--- config.mk ---
export PLATFORM = sky130hd
export DESIGN_NAME = mesi_isc_snoop_sched
export DESIGN_NICKNAME = d
export VERILOG_FILES = /design/src/rtl/mesi_isc_pkg.sv /design/src/rtl/mesi_isc_rr_arbiter.sv /design/src/rtl/mesi_isc_snoop_sched.sv
export SDC_FILE = /design/constraint.sdc
export NUM_CORES = 1
export LEC_CHECK = 0
export CAP_MARGIN = 15
export CORE_MARGIN = 1.5
export CORE_UTILIZATION = 45
export DETAILED_ROUTE_END_ITERATION = 10
export PLACE_DENSITY = 0.88
export RECOVER_POWER = 100
export SETUP_SLACK_MARGIN = 0.3
export SYNTH_ARGS = -nofsm -noshare
export SYNTH_HDL_FRONTEND = slang
export SYNTH_SLANG_ARGS = --single-unit
--- constraint.sdc ---
create_clock -name clk_i -period 8.46 [get_ports clk_i]
set_input_delay 1.692 -clock clk_i [delete_from_list [all_inputs] [get_ports clk_i]]
set_output_delay 1.692 -clock clk_i [all_outputs]
set_load 0.02 [all_outputs]
--- src/rtl/mesi_isc_pkg.sv ---
// Shared encodings, widths and scheduler state type for the MESI ISC snoop scheduler.
package mesi_isc_pkg;

  localparam int unsigned ADDR_WIDTH     = 32;
  localparam int unsigned MBUS_CMD_WIDTH = 3;
  localparam int unsigned CBUS_CMD_WIDTH = 3;

  localparam logic [MBUS_CMD_WIDTH-1:0] MBUS_NOP = 3'd0;
  localparam logic [MBUS_CMD_WIDTH-1:0] MBUS_WR  = 3'd1;
  localparam logic [MBUS_CMD_WIDTH-1:0] MBUS_RD  = 3'd2;

  localparam logic [CBUS_CMD_WIDTH-1:0] CBUS_NOP      = 3'd0;
  localparam logic [CBUS_CMD_WIDTH-1:0] CBUS_WR_SNOOP = 3'd1;
  localparam logic [CBUS_CMD_WIDTH-1:0] CBUS_RD_SNOOP = 3'd2;
  localparam logic [CBUS_CMD_WIDTH-1:0] CBUS_EN_WR    = 3'd3;
  localparam logic [CBUS_CMD_WIDTH-1:0] CBUS_EN_RD    = 3'd4;

  typedef enum logic [1:0] {IDLE, SNOOP, ENABLE, ACK} sched_state_e;

endpackage

--- src/rtl/mesi_isc_rr_arbiter.sv ---
// Combinational 4-way round-robin pick; the search starts just after the last winner.
module mesi_isc_rr_arbiter (
  input  logic [3:0] req_i,
  input  logic [1:0] last_i,
  output logic       valid_o,
  output logic [1:0] win_o
);

  logic [1:0] idx;

  // Walk from lowest to highest priority so the closest requester overwrites the rest.
  always_comb begin
    valid_o = 1'b0;
    win_o   = last_i;
    idx     = last_i;
    for (int k = 4; k >= 1; k--) begin
      idx = last_i + 2'(k);
      if (req_i[idx]) begin
        valid_o = 1'b1;
        win_o   = idx;
      end
    end
  end

endmodule

--- src/rtl/mesi_isc_snoop_sched.sv ---
// Main-bus arbiter and coherence-snoop sequencer for the 4-CPU MESI ISC.
// Optional wait-limit abort is built when MESI_ISC_SCHED_TIMEOUT_EN is defined.
module mesi_isc_snoop_sched #(
  parameter int unsigned ADDR_WIDTH     = mesi_isc_pkg::ADDR_WIDTH,
  parameter int unsigned MBUS_CMD_WIDTH = mesi_isc_pkg::MBUS_CMD_WIDTH,
  parameter int unsigned CBUS_CMD_WIDTH = mesi_isc_pkg::CBUS_CMD_WIDTH,
  parameter int unsigned TIMEOUT_CYCLES = 64
) (
  input  logic                           clk_i,
  input  logic                           rst_i,
  input  logic [3:0][MBUS_CMD_WIDTH-1:0] mbus_cmd_array_i,
  input  logic [3:0][ADDR_WIDTH-1:0]     mbus_addr_array_i,
  input  logic [3:0]                     cbus_ack_i,
  output logic [ADDR_WIDTH-1:0]          cbus_addr_o,
  output logic [3:0][CBUS_CMD_WIDTH-1:0] cbus_cmd_array_o,
  output logic [3:0]                     mbus_ack_o,
  output logic                           busy_o,
  output logic [1:0]                     grant_id_o,
  output logic                           sched_timeout_o
);
  import mesi_isc_pkg::*;

  localparam logic [MBUS_CMD_WIDTH-1:0] MWr = MBUS_CMD_WIDTH'(MBUS_WR);
  localparam logic [MBUS_CMD_WIDTH-1:0] MRd = MBUS_CMD_WIDTH'(MBUS_RD);
  localparam logic [CBUS_CMD_WIDTH-1:0] CNop = CBUS_CMD_WIDTH'(CBUS_NOP);
  localparam logic [CBUS_CMD_WIDTH-1:0] CWrSnoop = CBUS_CMD_WIDTH'(CBUS_WR_SNOOP);
  localparam logic [CBUS_CMD_WIDTH-1:0] CRdSnoop = CBUS_CMD_WIDTH'(CBUS_RD_SNOOP);
  localparam logic [CBUS_CMD_WIDTH-1:0] CEnWr = CBUS_CMD_WIDTH'(CBUS_EN_WR);
  localparam logic [CBUS_CMD_WIDTH-1:0] CEnRd = CBUS_CMD_WIDTH'(CBUS_EN_RD);

  sched_state_e                     state_q;
  logic [1:0]                       grant_id_q;
  logic                             is_wr_q;
  logic [3:0]                       done_q;
  logic [ADDR_WIDTH-1:0]            cbus_addr_q;
  logic [3:0][CBUS_CMD_WIDTH-1:0]   cbus_cmd_q;
  logic [3:0]                       mbus_ack_q;
  logic                             busy_q;
  logic                             tmo_q;

  logic [3:0] req;
  logic       arb_valid;
  logic [1:0] arb_win;
  logic [3:0] self_mask, snoop_acc, done_nxt;
  logic       snoop_all, en_ack, accepted, timeout_hit;

  always_comb begin
    for (int i = 0; i < 4; i++) begin
      req[i] = (mbus_cmd_array_i[i] == MWr) || (mbus_cmd_array_i[i] == MRd);
    end
  end

  mesi_isc_rr_arbiter u_arb (
    .req_i   (req),
    .last_i  (grant_id_q),
    .valid_o (arb_valid),
    .win_o   (arb_win)
  );

  // Acks count only from CPUs still being snooped; the requester never snoops itself.
  assign self_mask = 4'b0001 << grant_id_q;
  assign snoop_acc = cbus_ack_i & ~done_q & ~self_mask;
  assign done_nxt  = done_q | snoop_acc;
  assign snoop_all = &(done_nxt | self_mask);
  assign en_ack    = |(cbus_ack_i & self_mask);
  assign accepted  = ((state_q == SNOOP) && (snoop_acc != 4'b0000)) ||
                     ((state_q == ENABLE) && en_ack);

`ifdef MESI_ISC_SCHED_TIMEOUT_EN
  localparam int unsigned CntW = $clog2(TIMEOUT_CYCLES + 1);
  logic [CntW-1:0] wait_cnt_q;

  assign timeout_hit = ((state_q == SNOOP) || (state_q == ENABLE)) && !accepted &&
                       (wait_cnt_q == CntW'(TIMEOUT_CYCLES - 1));

  always_ff @(posedge clk_i) begin
    if (rst_i || (state_q == IDLE) || (state_q == ACK) || accepted) begin
      wait_cnt_q <= '0;
    end else if (!timeout_hit) begin
      wait_cnt_q <= wait_cnt_q + CntW'(1);
    end
  end
`else
  logic [31:0] unused_timeout_cycles;
  assign unused_timeout_cycles = 32'(TIMEOUT_CYCLES);
  assign timeout_hit = 1'b0;
`endif

  always_ff @(posedge clk_i) begin
    if (rst_i) begin
      state_q     <= IDLE;
      grant_id_q  <= 2'd3;
      is_wr_q     <= 1'b0;
      done_q      <= '0;
      cbus_addr_q <= '0;
      cbus_cmd_q  <= {4{CNop}};
      mbus_ack_q  <= '0;
      busy_q      <= 1'b0;
      tmo_q       <= 1'b0;
    end else begin
      mbus_ack_q <= '0;
      tmo_q      <= 1'b0;
      unique case (state_q)
        IDLE: begin
          if (arb_valid) begin
            grant_id_q  <= arb_win;
            is_wr_q     <= (mbus_cmd_array_i[arb_win] == MWr);
            cbus_addr_q <= mbus_addr_array_i[arb_win];
            busy_q      <= 1'b1;
            state_q     <= SNOOP;
            for (int j = 0; j < 4; j++) begin
              if (2'(j) == arb_win) begin
                cbus_cmd_q[j] <= CNop;
              end else begin
                cbus_cmd_q[j] <= (mbus_cmd_array_i[arb_win] == MWr) ? CWrSnoop : CRdSnoop;
              end
            end
          end
        end
        SNOOP, ENABLE: begin
          if (timeout_hit) begin
            tmo_q      <= 1'b1;
            cbus_cmd_q <= {4{CNop}};
            done_q     <= '0;
            busy_q     <= 1'b0;
            state_q    <= IDLE;
          end else if (state_q == SNOOP) begin
            done_q <= done_nxt;
            for (int j = 0; j < 4; j++) begin
              if (snoop_acc[j]) cbus_cmd_q[j] <= CNop;
            end
            if (snoop_all) begin
              cbus_cmd_q[grant_id_q] <= is_wr_q ? CEnWr : CEnRd;
              state_q                <= ENABLE;
            end
          end else if (en_ack) begin
            cbus_cmd_q <= {4{CNop}};
            mbus_ack_q <= self_mask;
            state_q    <= ACK;
          end
        end
        ACK: begin
          done_q  <= '0;
          busy_q  <= 1'b0;
          state_q <= IDLE;
        end
        default: state_q <= IDLE;
      endcase
    end
  end

  assign cbus_addr_o      = cbus_addr_q;
  assign cbus_cmd_array_o = cbus_cmd_q;
  assign mbus_ack_o       = mbus_ack_q;
  assign busy_o           = busy_q;
  assign grant_id_o       = grant_id_q;
  assign sched_timeout_o  = tmo_q;

endmodule

==> results.md, run 1 <==
- Clock buffer depth: 2
- Global-route wire length before repair: 22,500 um
- Result of the run: complete, but fails checks
- TritonCTS buffer count: 9
- Switching fraction of total power: 0.497
- Leakage power total: 2.57 nW
- Start-to-end type of the worst setup path: primary input to register
- Clock edge transition at the registers on the reported setup and hold paths: 70 ps
- Net switching power: 0.00112 W
- Element type at the critical path end: register
- Syn nets: 739
- # rows: 34
- Max-cap violations: 3
- H-tree levels: 3
- Power density of the placed cells: 367 nW/um^2
- Cell-by-cell trace of the critical path: dlygate4sd3_1 -> xnor2_1 -> nor2_1 -> mux4_2 -> a211oi_1 -> o22a_1 -> clkbuf_1 -> mux2i_1 -> nor3_2 -> o221a_1 -> nor3_1
- Async set-or-reset flop fraction in the synthesized netlist: 0
- Total track usage: 0.291
- Count of filler cells inserted in the layout: 706
- Detailed Place HPWL: 10,500 um
- RSZ-0062 raised after global routing: no
- Antenna Cells: 0
- Clock tree from TritonCTS: done
- Via count of the first global-routing pass: 4,749
- WL per Instance: 16.6 um
- Source-to-sink clock delay at the later pin of the worst-skew pair: 340 ps
- CORE AREA: 8680 sq um
- Buffer and inverter count on the worst path: 2
- Number of nets with antenna violations after routing: 0
- Maximum clock rate: 157 MHz
- Maximum vdd ir drop: 168 uV
- Startpoint type of the worst setup path: primary input
- Count of cells resized by post-cts repair: 0
- Min-Delay Path Class: register to register
- Largest stage delay, worst path: 1370 ps
- DRC marker count from the first detailed-route iteration: 309
- Ys flop type: sky130_fd_sc_hd__dfxtp_1
- Part of the power in registers: 0.209
- Violated checks: max-capacitance violations, max-slew violations
- Overflow left after global routing: 0
- Vert. Die Dim: 97.6 um
- Cell count after synthesis: 586
- GPL Wtd Cong: 0.930
- Setup total negative slack: 0 ps
- Measured slew at the worst slew-check pin: 2990 ps
- Horizontal extent of the die: 97.6 um
- Combinational Power Share: 0.677
- Number of hold violations in the final report: 0
- Total count of max-transition violations in the final report: 167
- Slowest cell on the critical path: sky130_fd_sc_hd__clkbuf_1
- Count of different cell masters after synthesis: 60
- Cell chosen for the clock root: sky130_fd_sc_hd__clkbuf_8
- Count of state elements after synthesis: 58
- Maximum fanout encountered on the critical timing path: 38
- Count of input and output buffers: 196
- Average vias per placed instance: 5.81
- Max-Slew Margin vs Limit: -0.994
- Initial core utilization: 0.464
- Finish-stage setup viols: 0
- Layout overhead on the synthesized area: 52.8%
- Synthesized area per cell: 6.88 sq um
- Final #Nets: 904
- Post-CTS Hold Buffers: 0
- Residual DRC count: 0
- Postcts setup bufs: 0
- Top library cells by usage in the layout, fill and taps aside: sky130_fd_sc_hd__nand2_1, sky130_fd_sc_hd__clkdlybuf4s50_1, sky130_fd_sc_hd__nor2_1, sky130_fd_sc_hd__dfxtp_1, sky130_fd_sc_hd__a21oi_1
- Number of optimization iterations in the first detailed-route pass: 5
- Post-layout minimum cycle time: 6370 ps
- Share of the cycle needed by the critical path after routing: 0.753
- WP data required: 8570 ps
- Setup clock skew after layout: 13.0 ps
- Post-synthesis cell area: 4030 sq um
- Ratio of cells with drive above 1 in the final layout: 0.0450
- Hold Worst Slack: 480 ps
- Clock net sink count: 58
- Full die area: 9530 sq um
- Internal: 0.00114 W
- Clock share of power: 0.114
- Most frequent standard cell in the layout excluding fill and tap cells: sky130_fd_sc_hd__nand2_1
- Data arrival time of the worst path: 6480 ps
- Number of enable flip-flop cells after synthesis: 0
- Routed vias: 5,020
- Top-Level Pins: 198
- Pin count of the biggest net entering global routing: 71
- Kind of cell adding the most delay to the critical path: buffers and inverters
- Warning count from the yosys run: 0
- Antenna violations before repair: 0
- Register area share after synthesis: 0.288
- Drt total wl: 14,300 um
-- final timing paths --
check	from	endpoint	slack [ps]	cells past startpoint
worst min register to register	cbus_cmd_array_o[5]$_SDFFE_PP0P_	cbus_cmd_array_o[5]$_SDFFE_PP0P_	480	2
worst max-delay path	mbus_cmd_array_i[9]	cbus_cmd_array_o[4]$_SDFFE_PP0P_	2090	11
worst max register to register	grant_id_o[0]$_SDFFE_PP1P_	cbus_cmd_array_o[4]$_SDFFE_PP0P_	3170	11
worst min-delay path	cbus_cmd_array_o[5]$_SDFFE_PP0P_	cbus_cmd_array_o[5]$_SDFFE_PP0P_	480	2
-- cell type report --
| cell class | instances | area, sq um | area share |
|---|---|---|---|
| tap | 108 | 135 | 0.0219 |
| clock buffer | 11 | 141 | 0.0230 |
| sequential | 58 | 1160 | 0.189 |
| clock inverter | 5 | 53.8 | 0.00873 |
| timing repair buffer | 201 | 1990 | 0.324 |
| inverter | 6 | 22.5 | 0.00366 |
| multi-input combinational | 475 | 2650 | 0.431 |
-- logic make-up (layout without fill, tap and decap cells) --
kind of cell	count (synthesis)	count (layout)	synth area share
AO/OA/AOI/OAI	154	154	0.267
XOR/XNOR	4	4	0.0189
adder cells (fa/ha/maj)	7	7	0.0217
buffers and inverters	53	223	0.0525
flip-flops	58	58	0.288
multiplexers	5	5	0.0161
other	1	1	0.000930
AND/OR/NAND/NOR	304	304	0.334
-- power groups by stage --
stage | Combinational, W | Sequential (W) | Clock [W]
2_1_floorplan | 0.000956 | 0.000568 | 0
3_3_place_gp | 0.00151 | 0.000476 | 0
3_5_place_dp | 0.00153 | 0.000478 | 0
4_1_cts | 0.00154 | 0.000474 | 0.000262
5_1_grt | 0.00167 | 0.000488 | 0.000275
6_report | 0.00153 | 0.000473 | 0.000258
-- per-stage QoR --
step	instance area (sq um)	std cells	power, W	worst slack (ps)	util
2_1_floorplan	4030	586	0.00152	4520	-
3_3_place_gp	5980	847	0.00198	3490	0.689
3_5_place_dp	5980	847	0.00201	3340	0.689
4_1_cts	6180	863	0.00227	3700	0.712
5_1_grt	6160	864	0.00244	1720	0.710
6_report	6160	864	0.00226	2090	0.710
-- flip-flops by register name, indices dropped and copies added (netlist names) --
name / cells
state_q: 2
mbus_ack_o: 4
done_q: 4
busy_o: 1
cbus_addr_o: 32
cbus_cmd_array_o: 12
grant_id_o: 2
is_wr_q: 1
-- per-layer routing --
layer / GRT usage / share of wire / up-vias
met5: 0 / 0 / -
met4: 0.143 / 0.046 / 0
met3: 0.0871 / 0.084 / 49
met2: 0.502 / 0.49 / 267
met1: 0.325 / 0.38 / 2296
li1: - / - / 2408
-- tightest hold or removal path, delay by kind of cell, from the launching register on --
family | cells | cell delay, ps
DFF | 1 | 330
AOI/OAI and AO/OA | 1 | 50
and+or+nand+nor | 1 | 60
-- synthesized netlist by cell type, types with 4 or more instances --
cell / n / share of area
sky130_fd_sc_hd__nor3_1: 14 / 0.017
sky130_fd_sc_hd__nor2_1: 66 / 0.061
sky130_fd_sc_hd__ha_1: 7 / 0.022
sky130_fd_sc_hd__nand2b_1: 12 / 0.019
sky130_fd_sc_hd__buf_1: 5 / 0.0047
sky130_fd_sc_hd__o22ai_1: 4 / 0.0062
sky130_fd_sc_hd__nand2_1: 150 / 0.14
sky130_fd_sc_hd__and2_1: 7 / 0.011
sky130_fd_sc_hd__dfxtp_1: 58 / 0.29
sky130_fd_sc_hd__clkbuf_1: 34 / 0.032
sky130_fd_sc_hd__a311oi_1: 33 / 0.072
sky130_fd_sc_hd__a22oi_1: 4 / 0.0075
sky130_fd_sc_hd__a31oi_1: 4 / 0.0062
sky130_fd_sc_hd__inv_1: 5 / 0.0047
sky130_fd_sc_hd__buf_2: 7 / 0.0087
sky130_fd_sc_hd__nand3_1: 8 / 0.0099
sky130_fd_sc_hd__a21oi_1: 57 / 0.071
sky130_fd_sc_hd__o21ai_0: 8 / 0.0099
sky130_fd_sc_hd__o32ai_1: 4 / 0.0087
sky130_fd_sc_hd__a211oi_1: 8 / 0.015
sky130_fd_sc_hd__and3_1: 33 / 0.051
(Power assumes the default switching activity.)
==> run 2, diff against run 1 <==
--- a/config.mk
+++ b/config.mk
@@ -7,9 +7,9 @@
 export LEC_CHECK = 0
 export CAP_MARGIN = 15
 export CORE_MARGIN = 1.5
-export CORE_UTILIZATION = 45
+export CORE_UTILIZATION = 37
 export DETAILED_ROUTE_END_ITERATION = 10
-export PLACE_DENSITY = 0.88
+export PLACE_DENSITY = 0.77
 export RECOVER_POWER = 100
 export SETUP_SLACK_MARGIN = 0.3
 export SYNTH_ARGS = -nofsm -noshare
==> constraint.sdc (replaced) <==
create_clock -name clk_i -period 5.8 [get_ports clk_i]
set_input_delay 1.16 -clock clk_i [delete_from_list [all_inputs] [get_ports clk_i]]
set_output_delay 1.16 -clock clk_i [all_outputs]
set_load 0.02 [all_outputs]
==> results.md, run 2 (synthesized netlist as in run 1, its figures left out) <==
- Antenna violations before repair: 0
- Result of the run: complete, but fails checks
- Max-cap violations: 1
- Pin count of the biggest net entering global routing: 70
- GRT met1 Usage: 0.279
- Initial core utilization: 0.385
- Overflow left after global routing: 0
- H-tree levels: 3
- Layout overhead on the synthesized area: 53.7%
- Min-Delay Path Class: register to register
- Number of cells on the worst reg-to-reg path: 10
- Clock tree from TritonCTS: done
- Hold Worst Slack: 480 ps
- Final #Nets: 907
- Element type at the critical path end: register
- Maximum vdd ir drop: 227 uV
- # rows: 37
- Part of the power in registers: 0.211
- Combinational Power Share: 0.690
- TritonCTS buffer count: 9
- Origin of the worst setup path: mbus_cmd_array_i[9]
- Max reg flops: 32
- Clock net sink count: 58
- Placed cells: 878
- Switching fraction of total power: 0.504
- Cell chosen for the clock root: sky130_fd_sc_hd__clkbuf_8
- Total track usage: 0.242
- Start-to-end type of the worst setup path: primary input to register
- Average vias per placed instance: 5.59
- Power density of the placed cells: 528 nW/um^2
- Final cell count without fillers: 894
- WP data required: 5900 ps
- Antenna Cells: 0
- Internal: 0.00162 W
- Top library cells by usage in the layout, fill and taps aside: sky130_fd_sc_hd__nand2_1, sky130_fd_sc_hd__clkdlybuf4s50_1, sky130_fd_sc_hd__nor2_1, sky130_fd_sc_hd__dfxtp_1, sky130_fd_sc_hd__a21oi_1
- Maximum clock rate: 215 MHz
- Hold-critical path depth: 2
- WL per Instance: 16.2 um
- Post-layout minimum cycle time: 4650 ps
- Via count of the first global-routing pass: 4,753
- Startpoint type of the worst setup path: primary input
- Share of the cycle needed by the critical path after routing: 0.802
- Critical R2R Launch: grant_id_o[0]$_SDFFE_PP1P_
- Post-layout utilization of the core: 0.592
- Global-route met3 utilization: 0.0581
- Horizontal extent of the die: 107 um
- Detailed Place HPWL: 10,600 um
- Data arrival time of the worst path: 4750 ps
- DRC marker count from the first detailed-route iteration: 291
- CORE AREA: 10,500 sq um
- Most frequent standard cell in the layout excluding fill and tap cells: sky130_fd_sc_hd__nand2_1
- Measured slew at the worst slew-check pin: 2510 ps
- Max-Slew Margin vs Limit: -0.671
- RSZ-0062 raised after global routing: no
- Global-route wire length before repair: 22,500 um
- Clock buffer depth: 2
- Routed vias: 4,999
- Postcts setup bufs: 0
- Count of cells resized by post-cts repair: 0
- Vert. Die Dim: 107 um
- Clock share of power: 0.100
- Reg2reg setup slack: 1670 ps
- Full die area: 11,500 sq um
- Setup total negative slack: 0 ps
- Maximum fanout encountered on the critical timing path: 7
- Total count of max-transition violations in the final report: 57
- Post-CTS Hold Buffers: 0
- GPL Wtd Cong: 0.932
- Top-Level Pins: 198
- Number of optimization iterations in the first detailed-route pass: 5
- Finish-stage setup viols: 0
- Min-Delay Endpoint: cbus_cmd_array_o[2]$_SDFFE_PP0P_
- Count of input and output buffers: 196
- Ratio of cells with drive above 1 in the final layout: 0.0488
- Number of hold violations in the final report: 0
- Number of nets with antenna violations after routing: 0
- Drt total wl: 14,500 um
- Source-to-sink clock delay at the later pin of the worst-skew pair: 340 ps
- Violated checks: max-capacitance violations, max-slew violations
- GRT busiest layer: met2
- Setup clock skew after layout: 17.4 ps
- Global-route met2 utilization: 0.434
- Leakage power total: 2.57 nW
- Residual DRC count: 0
- Endpoint of the most critical register-to-register path: cbus_cmd_array_o[4]$_SDFFE_PP0P_
- Net switching power: 0.00165 W
- Startpoint of the most critical hold path: cbus_cmd_array_o[2]$_SDFFE_PP0P_
- Clock edge transition at the registers on the reported setup and hold paths: 80 ps
-- run 2: metal layers --
layer	part of all wire	routed length, um	up-vias
li1	-	-	2409
met1	0.39	5610	2298
met2	0.50	7270	259
met3	0.088	1280	33
met4	0.024	343	0
met5	0	0	-
-- run 2: power groups by stage --
stage	logic, W	clock network [W]	registers, W
after CTS	0.00229	0.000333	0.000695
after detailed placement	0.00228	0	0.000700
after global routing	0.00248	0.000352	0.000712
after floorplan	0.00139	0	0.000829
final	0.00226	0.000326	0.000690
after global placement	0.00225	0	0.000696
-- run 2: worst max path at each step --
stage | end | slack, ps
6_report | cbus_cmd_array_o[4]$_SDFFE_PP0P_ | 1150
3_3_place_gp | cbus_cmd_array_o[6]$_SDFFE_PP0P_ | 1460
4_1_cts | cbus_cmd_array_o[0]$_SDFFE_PP0P_ | 1740
2_1_floorplan | cbus_cmd_array_o[7]$_SDFFE_PP0P_ | 2390
5_1_grt | cbus_cmd_array_o[4]$_SDFFE_PP0P_ | 920
3_5_place_dp | cbus_cmd_array_o[0]$_SDFFE_PP0P_ | 1390
-- run 2: critical path: stages --
cell,delay [ps]
sky130_fd_sc_hd__dlygate4sd3_1,590
sky130_fd_sc_hd__xnor2_1,490
sky130_fd_sc_hd__nor2_1,190
sky130_fd_sc_hd__mux4_2,570
sky130_fd_sc_hd__a211oi_1,410
sky130_fd_sc_hd__mux2_2,290
sky130_fd_sc_hd__a211oi_1,120
sky130_fd_sc_hd__nor3_1,590
sky130_fd_sc_hd__o221a_1,300
sky130_fd_sc_hd__nor3_1,50
-- run 2: stage by stage --
stage	power [W]	setup slack (ps)	instance area, sq um
3_5_place_dp	0.00298	1390	6040
3_3_place_gp	0.00294	1460	6040
6_report	0.00327	1150	6200
4_1_cts	0.00332	1740	6210
5_1_grt	0.00354	917	6200
2_1_floorplan	0.00222	2390	4030
-- run 2: area by class of cell --
type | count | area [sq um]
Clock inverter | 5 | 31.3
Clock buffer | 10 | 138
Inverter | 6 | 22.5
Fill cell | 976 | 4270
Multi-Input combinational cell | 475 | 2650
Timing Repair Buffer | 204 | 2030
Sequential cell | 58 | 1160
Tap cell | 136 | 170
